[src/rtl/fft_frame_ctrl.sv]
// Audio-to-FFT frame controller: buffers 64 samples, streams them into an FFT,
// then reorders the bit-reversed FFT output into natural bin indices.
module fft_frame_ctrl #(
  parameter int WIDTH    = 16,
  parameter int WD_LIMIT = 255
) (
  input  logic             clock,
  input  logic             reset,
  input  logic             smp_valid,
  input  logic [WIDTH-1:0] smp_data,
  output logic             smp_ready,
  output logic             fft_di_en,
  output logic [WIDTH-1:0] fft_di_re,
  output logic [WIDTH-1:0] fft_di_im,
  input  logic             fft_do_en,
  input  logic [WIDTH-1:0] fft_do_re,
  input  logic [WIDTH-1:0] fft_do_im,
  output logic             bin_valid,
  output logic [5:0]       bin_idx,
  output logic [WIDTH-1:0] bin_re,
  output logic [WIDTH-1:0] bin_im,
  output logic             frame_done,
  output logic             overrun,
  output logic             wd_err
);

  localparam logic [1:0] S_FILL  = 2'd0;
  localparam logic [1:0] S_FEED  = 2'd1;
  localparam logic [1:0] S_DRAIN = 2'd2;

  // Watchdog fires on the idle cycle that would bring the count to WD_LIMIT.
  localparam logic [7:0] WD_LAST = 8'(WD_LIMIT - 1);

  logic [1:0]       state_q,   state_d;
  logic [5:0]       wr_cnt_q,  wr_cnt_d;
  logic [5:0]       rd_cnt_q,  rd_cnt_d;
  logic [5:0]       bin_cnt_q, bin_cnt_d;
  logic [7:0]       wd_q,      wd_d;
  logic             di_en_q,   di_en_d;
  logic [WIDTH-1:0] di_re_q,   di_re_d;
  logic             bv_q,      bv_d;
  logic [5:0]       idx_q,     idx_d;
  logic [WIDTH-1:0] bre_q,     bre_d;
  logic [WIDTH-1:0] bim_q,     bim_d;
  logic             fd_q,      fd_d;
  logic             ov_q,      ov_d;
  logic             wde_q,     wde_d;

  logic [WIDTH-1:0] buf_q [64];
  logic             smp_accept;

  function automatic logic [5:0] bitrev6(input logic [5:0] v);
    logic [5:0] r;
    r = '0;
    for (int unsigned i = 0; i < 6; i++) begin
      r[i] = v[5-i];
    end
    return r;
  endfunction

  assign smp_ready  = (state_q == S_FILL);
  assign smp_accept = smp_ready && smp_valid;

  always_comb begin
    state_d   = state_q;
    wr_cnt_d  = wr_cnt_q;
    rd_cnt_d  = rd_cnt_q;
    bin_cnt_d = bin_cnt_q;
    wd_d      = wd_q;
    di_en_d   = 1'b0;
    di_re_d   = di_re_q;
    bv_d      = 1'b0;
    idx_d     = idx_q;
    bre_d     = bre_q;
    bim_d     = bim_q;
    fd_d      = 1'b0;
    wde_d     = 1'b0;
    ov_d      = smp_valid && !smp_ready;

    case (state_q)
      S_FILL: begin
        if (smp_accept) begin
          wr_cnt_d = wr_cnt_q + 6'd1;
          if (wr_cnt_q == 6'd63) begin
            state_d  = S_FEED;
            rd_cnt_d = '0;
          end
        end
      end

      S_FEED: begin
        di_en_d  = 1'b1;
        di_re_d  = buf_q[rd_cnt_q];
        rd_cnt_d = rd_cnt_q + 6'd1;
        if (rd_cnt_q == 6'd63) begin
          state_d   = S_DRAIN;
          bin_cnt_d = '0;
          wd_d      = '0;
        end
      end

      S_DRAIN: begin
        if (fft_do_en) begin
          bv_d      = 1'b1;
          idx_d     = bitrev6(bin_cnt_q);
          bre_d     = fft_do_re;
          bim_d     = fft_do_im;
          bin_cnt_d = bin_cnt_q + 6'd1;
          wd_d      = '0;
          if (bin_cnt_q == 6'd63) begin
            fd_d    = 1'b1;
            state_d = S_FILL;
          end
        end else if (wd_q == WD_LAST) begin
          wde_d     = 1'b1;
          state_d   = S_FILL;
          bin_cnt_d = '0;
          wd_d      = '0;
        end else begin
          wd_d = wd_q + 8'd1;
        end
      end

      default: state_d = S_FILL;
    endcase
  end

  always_ff @(posedge clock) begin
    if (reset) begin
      state_q   <= S_FILL;
      wr_cnt_q  <= '0;
      rd_cnt_q  <= '0;
      bin_cnt_q <= '0;
      wd_q      <= '0;
      di_en_q   <= 1'b0;
      di_re_q   <= '0;
      bv_q      <= 1'b0;
      idx_q     <= '0;
      bre_q     <= '0;
      bim_q     <= '0;
      fd_q      <= 1'b0;
      ov_q      <= 1'b0;
      wde_q     <= 1'b0;
    end else begin
      state_q   <= state_d;
      wr_cnt_q  <= wr_cnt_d;
      rd_cnt_q  <= rd_cnt_d;
      bin_cnt_q <= bin_cnt_d;
      wd_q      <= wd_d;
      di_en_q   <= di_en_d;
      di_re_q   <= di_re_d;
      bv_q      <= bv_d;
      idx_q     <= idx_d;
      bre_q     <= bre_d;
      bim_q     <= bim_d;
      fd_q      <= fd_d;
      ov_q      <= ov_d;
      wde_q     <= wde_d;
    end
  end

  // Sample storage carries no reset; contents are only read after a full refill.
  always_ff @(posedge clock) begin
    if (!reset && smp_accept) begin
      buf_q[wr_cnt_q] <= smp_data;
    end
  end

  assign fft_di_en  = di_en_q;
  assign fft_di_re  = di_re_q;
  assign fft_di_im  = '0;
  assign bin_valid  = bv_q;
  assign bin_idx    = idx_q;
  assign bin_re     = bre_q;
  assign bin_im     = bim_q;
  assign frame_done = fd_q;
  assign overrun    = ov_q;
  assign wd_err     = wde_q;

endmodule

[config.mk]
export PLATFORM = sky130hd
export DESIGN_NAME = fft_frame_ctrl
export DESIGN_NICKNAME = d
export VERILOG_FILES = /design/src/rtl/fft_frame_ctrl.sv
export SDC_FILE = /design/constraint.sdc
export NUM_CORES = 1
export LEC_CHECK = 0
export BUFFER_PORTS_ARGS = -buffer_cell sky130_fd_sc_hd__buf_2
export CAP_MARGIN = 20
export CORE_MARGIN = 5
export CORE_UTILIZATION = 47
export DETAILED_ROUTE_END_ITERATION = 10
export GPL_TIMING_DRIVEN = 0
export PLACE_DENSITY = 0.69
export REMOVE_ABC_BUFFERS = 1
export SYNTH_ARGS = -nofsm -noshare
export SYNTH_HDL_FRONTEND = slang
export SYNTH_SLANG_ARGS = --single-unit
[constraint.sdc]
create_clock -name clock -period 3 [get_ports clock]
set_input_delay 0.3 -clock clock [delete_from_list [all_inputs] [get_ports clock]]
set_output_delay 0.3 -clock clock [all_outputs]
set_load 0.01 [all_outputs]
**After elaboration in Yosys (flattened, before gate mapping)**

Memory sizes are Yosys's and may differ from the RTL's. A register that Yosys moved wholly into a read port is not among the register bits.
Cells that the tools add are included.

- RAM bits: 1024
- Word-level logic and storage cells: 72
- Memories: 1
- Input port bits: 52
- Bits in registers: 71

Memory list:

| name | depth | bits a word | rd ports | clocked after Yosys merged registers in | wr ports | line | text |
|---|---|---|---|---|---|---|---|
| buf_q | 64 | 16 | 1 | 1 | 1 | 49 | `logic [WIDTH-1:0] buf_q [64];` |

- Eq/ne operators: 11
- Add/subtract/negate cells: 4
- Muxes and demuxes: 24
- Reductions and logical operators: 17
- Bitwise gates (word level): 2

Operator list:

| kind | number |
|---|---|
| 6-bit two-way mux | 5 |
| 8-bit two-way mux | 3 |
| 6-bit one-hot mux with 2 select lines | 2 |
| 6-bit by 1-bit adder with 6-bit output, second input constant | 3 |
| 6-bit equality test, second input constant | 3 |
| 8-bit one-hot mux with 2 select lines | 1 |
| 2-bit two-way mux | 6 |
| 8-bit by 1-bit adder with 8-bit output, second input constant | 1 |
| 8-bit equality test, second input constant | 1 |
| 1-bit two-way mux | 6 |
| 3-bit != test, second input constant | 2 |
| 2-bit one-hot mux with 3 select lines | 1 |
| 2-bit AND reduction | 3 |
| 3-bit AND reduction | 2 |
| 3-bit OR reduction | 2 |
| 5-bit AND reduction | 1 |
| 2-bit by 1-bit != test with 1-bit output, second input constant | 2 |
| 2-bit nonzero test | 2 |
| 1-bit logical AND | 3 |
| 2-bit by 1-bit equality test with 1-bit output, second input constant | 1 |
| 2-bit equality test, second input constant | 1 |
| 1-bit zero test | 2 |
| 2-bit zero test | 1 |
| 2-bit != test, second input constant | 1 |
| other kinds (2) | 3 |

**Depth between registers and ports, before layout**

Gate-level depths: netlist of the first run.

- Word-level depth: 5
- Depth in mapped cells: 9
- Depth with buffers taken out: 7

**Worst setup path after synthesis of the first run**

No wires, ideal clock.

- Kind: register -> register
- From: register state_q[1]
- To: memory buf_q[46][0], enable pin
- Setup slack: 0.472 ns
- Stages on the path, launching flop included: 7
- Required time: 2.611 ns
- Arrival: 2.140 ns
- Setup time: 0.389 ns
- Cells stage by stage: dfxtp_1 > buf_2 > nor2_2 > nand2_1 > nor3_1 > nand3_1 > nor2_1

- Word-level cells in the longest chain between the ends: 5

Ends and longest elaborated chain:

| item | line | text |
|---|---|---|
| from (decl) | 34 | `logic [1:0] state_q, state_d;` |
| from (signal assigned) | 145 | `state_q <= state_d;` |
| 2-bit zero test | 61 | `assign smp_ready = (state_q == S_FILL);` |
| net smp_ready | 11 | `output logic smp_ready,` |
| 1-bit logical AND | 62 | `assign smp_accept = smp_ready && smp_valid;` |
| 1-bit logical AND | 164 | `if (!reset && smp_accept) begin` |
| 1-bit two-way mux | 164 |  |
| 1-bit two-way mux (not written as such) | 165 | `buf_q[wr_cnt_q] <= smp_data;` |
| to (decl) | 49 |  |

The timed path passes the listed nets, and every way through them passes these cells.

==> summary.txt, run 1 <==
Die
  • Row count: around 110
  • Core area: between 90000 and 100000 um^2
  • # IOs: between 100 and 150
  • Die span in y: around 310 um
  • Die ar.: between 90000 and 100000 um^2
  • Initial Util: 47.15%
  • DIE WIDTH: ~310 um

Drt
  • Initial DRC Count: approximately 2800
  • Routed WL: 103500 um
  • # DRC: 0
  • Via count: between 20000 and 25000
  • Detail Route Antenna Nets: 0
  • Pre-Repair DR Iteration Count: 8
  • Detailed-route vias per instance: ~6.1
  • Wire per inst: 27.45 um

Critical path
  • Max stage delay on crit path: 570 ps
  • Buf+Inv Stages, Crit Path: 3
  • Most used cell along the critical path: buf_16
  • Cell Chain, Critical Path: buf_16, buf_16, buf_16, mux4_2, nor2_1, nor4_1, a221oi_2, o221ai_1
  • CP delay by family, top: compound AO/OA/AOI/OAI gates
  • CP required: between 3000 and 4000 ps
  • Max FO, Critical Path: 37
  • Crit end category: register
  • Crit path max-delay cell type: a221oi_2
  • Worst Path Arrival: about 3400 ps
  • Worst Setup Start Kind: register
  • Crit Path Category: register to register

Global routing
  • Met1 Use GR: 29.88%
  • GRT Resource Usage Total: about a fifth
  • Met3 usage: approximately 3.4%
  • Vias in the first global route: about 23000
  • Global-route wire length before repair: roughly 150000 um
  • Largest net degree at the start of global routing: 89
  • Top Usage Layer GRT: met2
  • Met2 Use GR: a little under a third
  • Grt total ovfl: 0
  • Initial antenna violation count: 7

Status
  • Outcome: finished clean

Final layout
  • Fillers: 6513
  • Seq. cell area: 32510 um^2
  • Fin area: about 51000 um^2
  • Layout cells sized above 1: between 20% and 30%
  • Area grow syn2layout: 18.32%
  • Final #Nets: around 2500
  • Area of the multi-input gates: around 10000 um^2

Clocking
  • Clk Latency, worst-skew pair: 690 ps
  • CTS HTree Levels: 3
  • Worst-path clk slew: approximately 60 ps
  • CTS tree: yes
  • CTS Buf Count: between 100 and 150
  • Longest Clk Path Bufs: 3
  • Clock tree sinks: approximately 1100
  • Root Buffer Master: clkbuf_16

STA
  • Fmax: between 300 and 400 MHz
  • Tightest hold margin: between 50 and 60 ps
  • Worst slew pin tran: around 1100 ps
  • Setup Skew: around 34 ps
  • Rel. slew slack: about a quarter
  • Final worst-path cycle share: just under 100%
  • RSZ-0062 raised after global routing: false
  • Hold Fails Final Rpt: 0
  • Fin crit period: a little under 3000 ps
  • Final setup fails: 0
  • Max-slew violations: 0

Synthesis
  • Mapped Cells: approximately 2300
  • Seq cells post-synth: 1111
  • Netlist cell types: 64
  • EDFF count, synth: 1024
  • Avg Inst Size Synth: about 19 um^2
  • Mapped Area: 43020 um^2
  • Register area share after synthesis: 75.53%
  • Post-synth ARST share: 0%
  • Synthesis Warnings: 0
  • Synth Flop Type: edfxtp_1

Power
  • Worst IR Drop VDD: 0.4291 mV
  • Pwr/cell area: 612.8 nW/um^2
  • Power Total: 31.19 mW
  • LEAKAGE: 15.63 nW

Placed design
  • Gpl congestion: around 0.84
  • Dpl cell area: ~46000 um^2
  • IO buf count: roughly 110
  • DPL Wire Length: slightly above 60000 um

Run
  • Max cap viols: 0

Min path
  • Hold WC Path Type: input port to register
[synthesized netlist by cell type (15+ instances only)]
| cell | number | area, um^2 |
|---|---|---|
| nand2_1 | 135 | 506.7 |
| buf_2 | 39 | 195.2 |
| nor2_1 | 129 | 484.2 |
| o21bai_1 | 15 | 112.6 |
| nand4b_1 | 15 | 131.4 |
| clkbuf_1 | 48 | 180.2 |
| mux4_2 | 222 | 5000 |
| a22o_1 | 15 | 131.4 |
| a21oi_1 | 57 | 285.3 |
| nor4_1 | 16 | 100.1 |
| buf_6 | 16 | 180.2 |
| buf_4 | 35 | 262.8 |
| a211oi_1 | 38 | 285.3 |
| nor3_1 | 20 | 100.1 |
| mux2i_1 | 47 | 470.5 |
| o21ai_0 | 32 | 160.2 |
| dfxtp_1 | 87 | 1742 |
| nor2b_1 | 37 | 231.5 |
| edfxtp_1 | 1024 | 30750 |
| o22ai_1 | 32 | 200.2 |
[where the power goes]
part           switching [mW]  leakage, nW  internal (mW)
sequential             0.0122         9.91           16.9
clock                    5.73         1.76           8.04
combinational           0.361         3.96          0.134
total                    6.11         15.6           25.1
[layout by cell type, fill, tap and decap left out, drive strengths merged, types with 15 or more instances in the layout]
| cell type | instances |
|---|---|
| edfxtp | 1024 |
| mux4 | 222 |
| buf | 210 |
| clkbuf | 140 |
| nand2 | 136 |
| nor2 | 130 |
| dfxtp | 87 |
| a21oi | 57 |
| mux2i | 47 |
| clkinv | 44 |
| o21ai | 42 |
| a211oi | 38 |
| nor2b | 37 |
| dlygate4sd3 | 35 |
| o22ai | 32 |
| nor3 | 20 |
| or2 | 20 |
| nor4 | 16 |
| conb | 16 |
| o21bai | 15 |
| a22o | 15 |
| nand4b | 15 |
[metal layers]
metal  routed length (um)  share of wire (%)  vias up
li1                     -                  -     9646
met2                49020                 47     1184
met5                   13              0.013        -
met4                 3014                2.9        2
met1                41500                 40    11910
met3                 9987                9.6      165
[flip-flops by register name, summed over array words and instances, names as in the netlist, 6 cells and up]
register	flops
bin_cnt_q	6
wr_cnt_q	6
bin_im	16
bin_re	16
buf_q	1024
fft_di_re	16
bin_idx	6
rd_cnt_q	6
wd_q	8
[cell families (layout without fill, tap and decap cells)]
kind of cell	after synthesis	in the layout	share of synthesized area, %
other	1	20	0.008717
buffers and inverters	149	457	2.024
multiplexers	277	277	12.93
AO/OA/AOI/OAI	268	268	4.194
flip-flops	1111	1111	75.53
adder cells (fa/ha/maj)	5	5	0.1454
XOR/XNOR	9	9	0.1832
AND/OR/NAND/NOR	438	438	4.991
[per-stage QoR]
step,TNS (ps),setup WS (ps),util [%],cells
2_1_floorplan,-304090,-8957,-,2128
3_3_place_gp,-1173140,-16320,48.50,3425
3_5_place_dp,-94270,-1255,50.10,3491
4_1_cts,-48290,-291.5,55.02,3736
5_1_grt,0,13.97,55.77,3767
6_report,0,80.07,55.78,3771
[layout make-up]
type                    instances  area share (%)
clock buffers                 134           5.664
repair buffers                254           5.900
flip-flops and latches       1111           63.87
multi-input cells            1013           20.13
diodes                          4         0.01967
well taps                    1186           2.915
clock inverters                65           1.475
inverters                       4         0.02950
[what timing repair did]
item / in CTS / in global routing
pin swaps: 5 / 14
cloned: 3 / 6
buffers inserted: 10 / 10
endpoints found under the hold margin: 33 / 15
resized for setup: 52 / 20
hold buffers: 33 / 2
endpoints found under the setup margin: 609 / 701
[path summary, 6_finish.rpt]
| check | from | to | slack (ps) | cells past startpoint |
|---|---|---|---|---|
| max | rd_cnt_q[2] | fft_di_re[10] | 80 | 8 |
| min | smp_data[9] | buf_q[45][9] | 50 | 1 |
| max reg2reg | rd_cnt_q[2] | fft_di_re[10] | 80 | 8 |
| min reg2reg | bin_re[7] | bin_re[7] | 460 | 2 |
No activity file was read; power rests on OpenSTA's default activity.
==> inputs of run 2 (changes only) <==
CORE_UTILIZATION = 45   (was 47)
PLACE_DENSITY = 0.67   (was 0.69)
==> run 2 against run 1 <==
Compared with the run above:
- the run now ends with negative setup slack left
- routed wire length rose by 0.44%
- fmax fell by 5.6%
- utilization fell by 2.3 points
- sequential power barely moved
- clock power barely moved
- first-iteration DRC count fell by 8.4%
- sequential cell count did not move
- critical path depth fell by 2
- highest routed layer is now met4
- critical path type unchanged
==> summary.txt, run 2 (synthesized netlist as in run 1, its figures left out) <==
Status
  • Outcome: finished with violations
  • Failing checks: negative setup slack

Global routing
  • Initial antenna violation count: 6
  • Vias in the first global route: approximately 23000
  • GRT Resource Usage Total: 19.90%
  • Largest net degree at the start of global routing: 89
  • Global-route wire length before repair: 152300 um
  • Grt total ovfl: 0

Clocking
  • Longest Clk Path Bufs: 3
  • Clk Latency, worst-skew pair: roughly 680 ps
  • Root Buffer Master: clkbuf_16
  • Clock tree sinks: approximately 1100
  • CTS HTree Levels: 3
  • CTS tree: yes
  • Worst-path clk slew: about 60 ps
  • CTS Buf Count: 110

Die
  • Row count: roughly 110
  • DIE WIDTH: between 300 and 400 um
  • # IOs: ~130
  • Core area: about 95000 um^2
  • Die span in y: 319.2 um
  • Die ar.: just over 100000 um^2
  • Initial Util: approximately 45%

Power
  • Power Total: 31.53 mW
  • Worst IR Drop VDD: between 0.4 and 0.5 mV
  • LEAKAGE: approximately 16 nW
  • Pwr/cell area: 619.8 nW/um^2

Critical path
  • Reg2reg setup slack: -90 ps
  • Max FO, Critical Path: 13
  • Max stage delay on crit path: approximately 580 ps
  • Worst Setup Start Kind: register
  • Cell Chain, Critical Path: nor2_4, nand2_1, nor3b_2, nand2_1, nor2_2, buf_8
  • CP required: around 3400 ps
  • CP delay by family, top: simple AND/OR/NAND/NOR gates
  • Crit path max-delay cell type: nor2_2
  • Most used cell along the critical path: nand2_1
  • Worst Path Arrival: 3460 ps
  • Crit Path Category: register to register
  • Crit end category: register
  • Buf+Inv Stages, Crit Path: 1

Drt
  • Routed WL: 104000 um
  • Detail Route Antenna Nets: 0
  • Wire per inst: 26.99 um
  • # DRC: 0
  • Initial DRC Count: between 2000 and 3000
  • Pre-Repair DR Iteration Count: 8
  • Via count: 22640
  • Detailed-route vias per instance: 5.878

Final layout
  • Layout cells sized above 1: about 28%
  • Fin util: between 50% and 60%
  • Most frequent cells in the layout: edfxtp_1, mux4_2, nand2_1
  • Max reg flops: 1024
  • Biggest register: buf_q
  • Commonest non-fill, non-tap cell in the layout: edfxtp_1
  • Final #Nets: approximately 2500
  • Area grow syn2layout: 18.23%

Run
  • Max cap viols: 0

STA
  • Final WS setup: -92.61 ps
  • RSZ-0062 raised after global routing: true
  • Worst slew pin tran: approximately 1100 ps
  • Final setup fails: 34
  • Final worst-path cycle share: 103.1%
  • Max-slew violations: 0
  • Setup Skew: between 20 and 25 ps
  • Fin crit period: 3093 ps
  • Fmax: between 300 and 400 MHz
  • Hold Fails Final Rpt: 0
  • Rel. slew slack: 24.48%
  • Final setup TNS: -2273 ps
  • Tightest hold margin: 71.74 ps

Placed design
  • IO buf count: between 100 and 150
  • Gpl congestion: 0.7918
  • DPL Wire Length: 63420 um
  • Dpl ws: -1215 ps

Min path
  • Hold WC Path Type: input port to register
run 2: changes by cell type in the layout (fill, tap and decap cells not counted), moves of 3 or more:
cell / change
clkbuf_16: -5
clkbuf_8: +9
nor2_2: +10
buf_6: +6
clkbuf_1: +5
clkinv_2: -4
a221oi_2: -4
nor2_4: -12
clkinvlp_4: +3
clkinv_1: -5
run 2: layout make-up:
class / instances / area, um^2
fill: 7114 / 44150
sequential: 1111 / 32510
multi-input combinational: 1013 / 10170
clock buffer: 149 / 3050
timing repair buffer: 248 / 2815
tap: 1265 / 1583
clock inverter: 58 / 704.4
inverter: 4 / 15.01
antenna: 4 / 10.01
run 2: final timing paths:
check               from      endpoint  cells after the start
max           state_q[1]  buf_q[61][0]                      6
min          smp_data[7]  buf_q[37][7]                      1
max reg2reg   state_q[1]  buf_q[61][0]                      6
min reg2reg    bin_re[9]     bin_re[9]                      2
run 2: repair_timing:
action                                  CTS  global route
endpoints found under the setup margin  603           296
pin swaps                                11             0
gates resized for setup                  46            10
gates cloned                              1             0
buffers inserted                         19             1
endpoints found under the hold margin    34             0
hold buffers                             34             0
run 2: where the power goes:
| group | leakage (nW) | switching (mW) | internal, mW |
|---|---|---|---|
| sequential | 9.91 | 0.0113 | 16.9 |
| clock | 1.81 | 5.76 | 8.34 |
| combinational | 3.86 | 0.364 | 0.136 |
run 2: metal layers:
metal,share of wire [%],track usage [%]
met5,0,0
met4,3.3,6.368
met3,8.0,4.522
met2,48,31.18
met1,41,28.18
run 2: per-stage QoR:
step,cell area (um^2),cells
floorplan,42220,2128
global placement,44360,3504
detailed placement,45910,3577
CTS,50600,3838
global route,50850,3848
finish,50860,3852
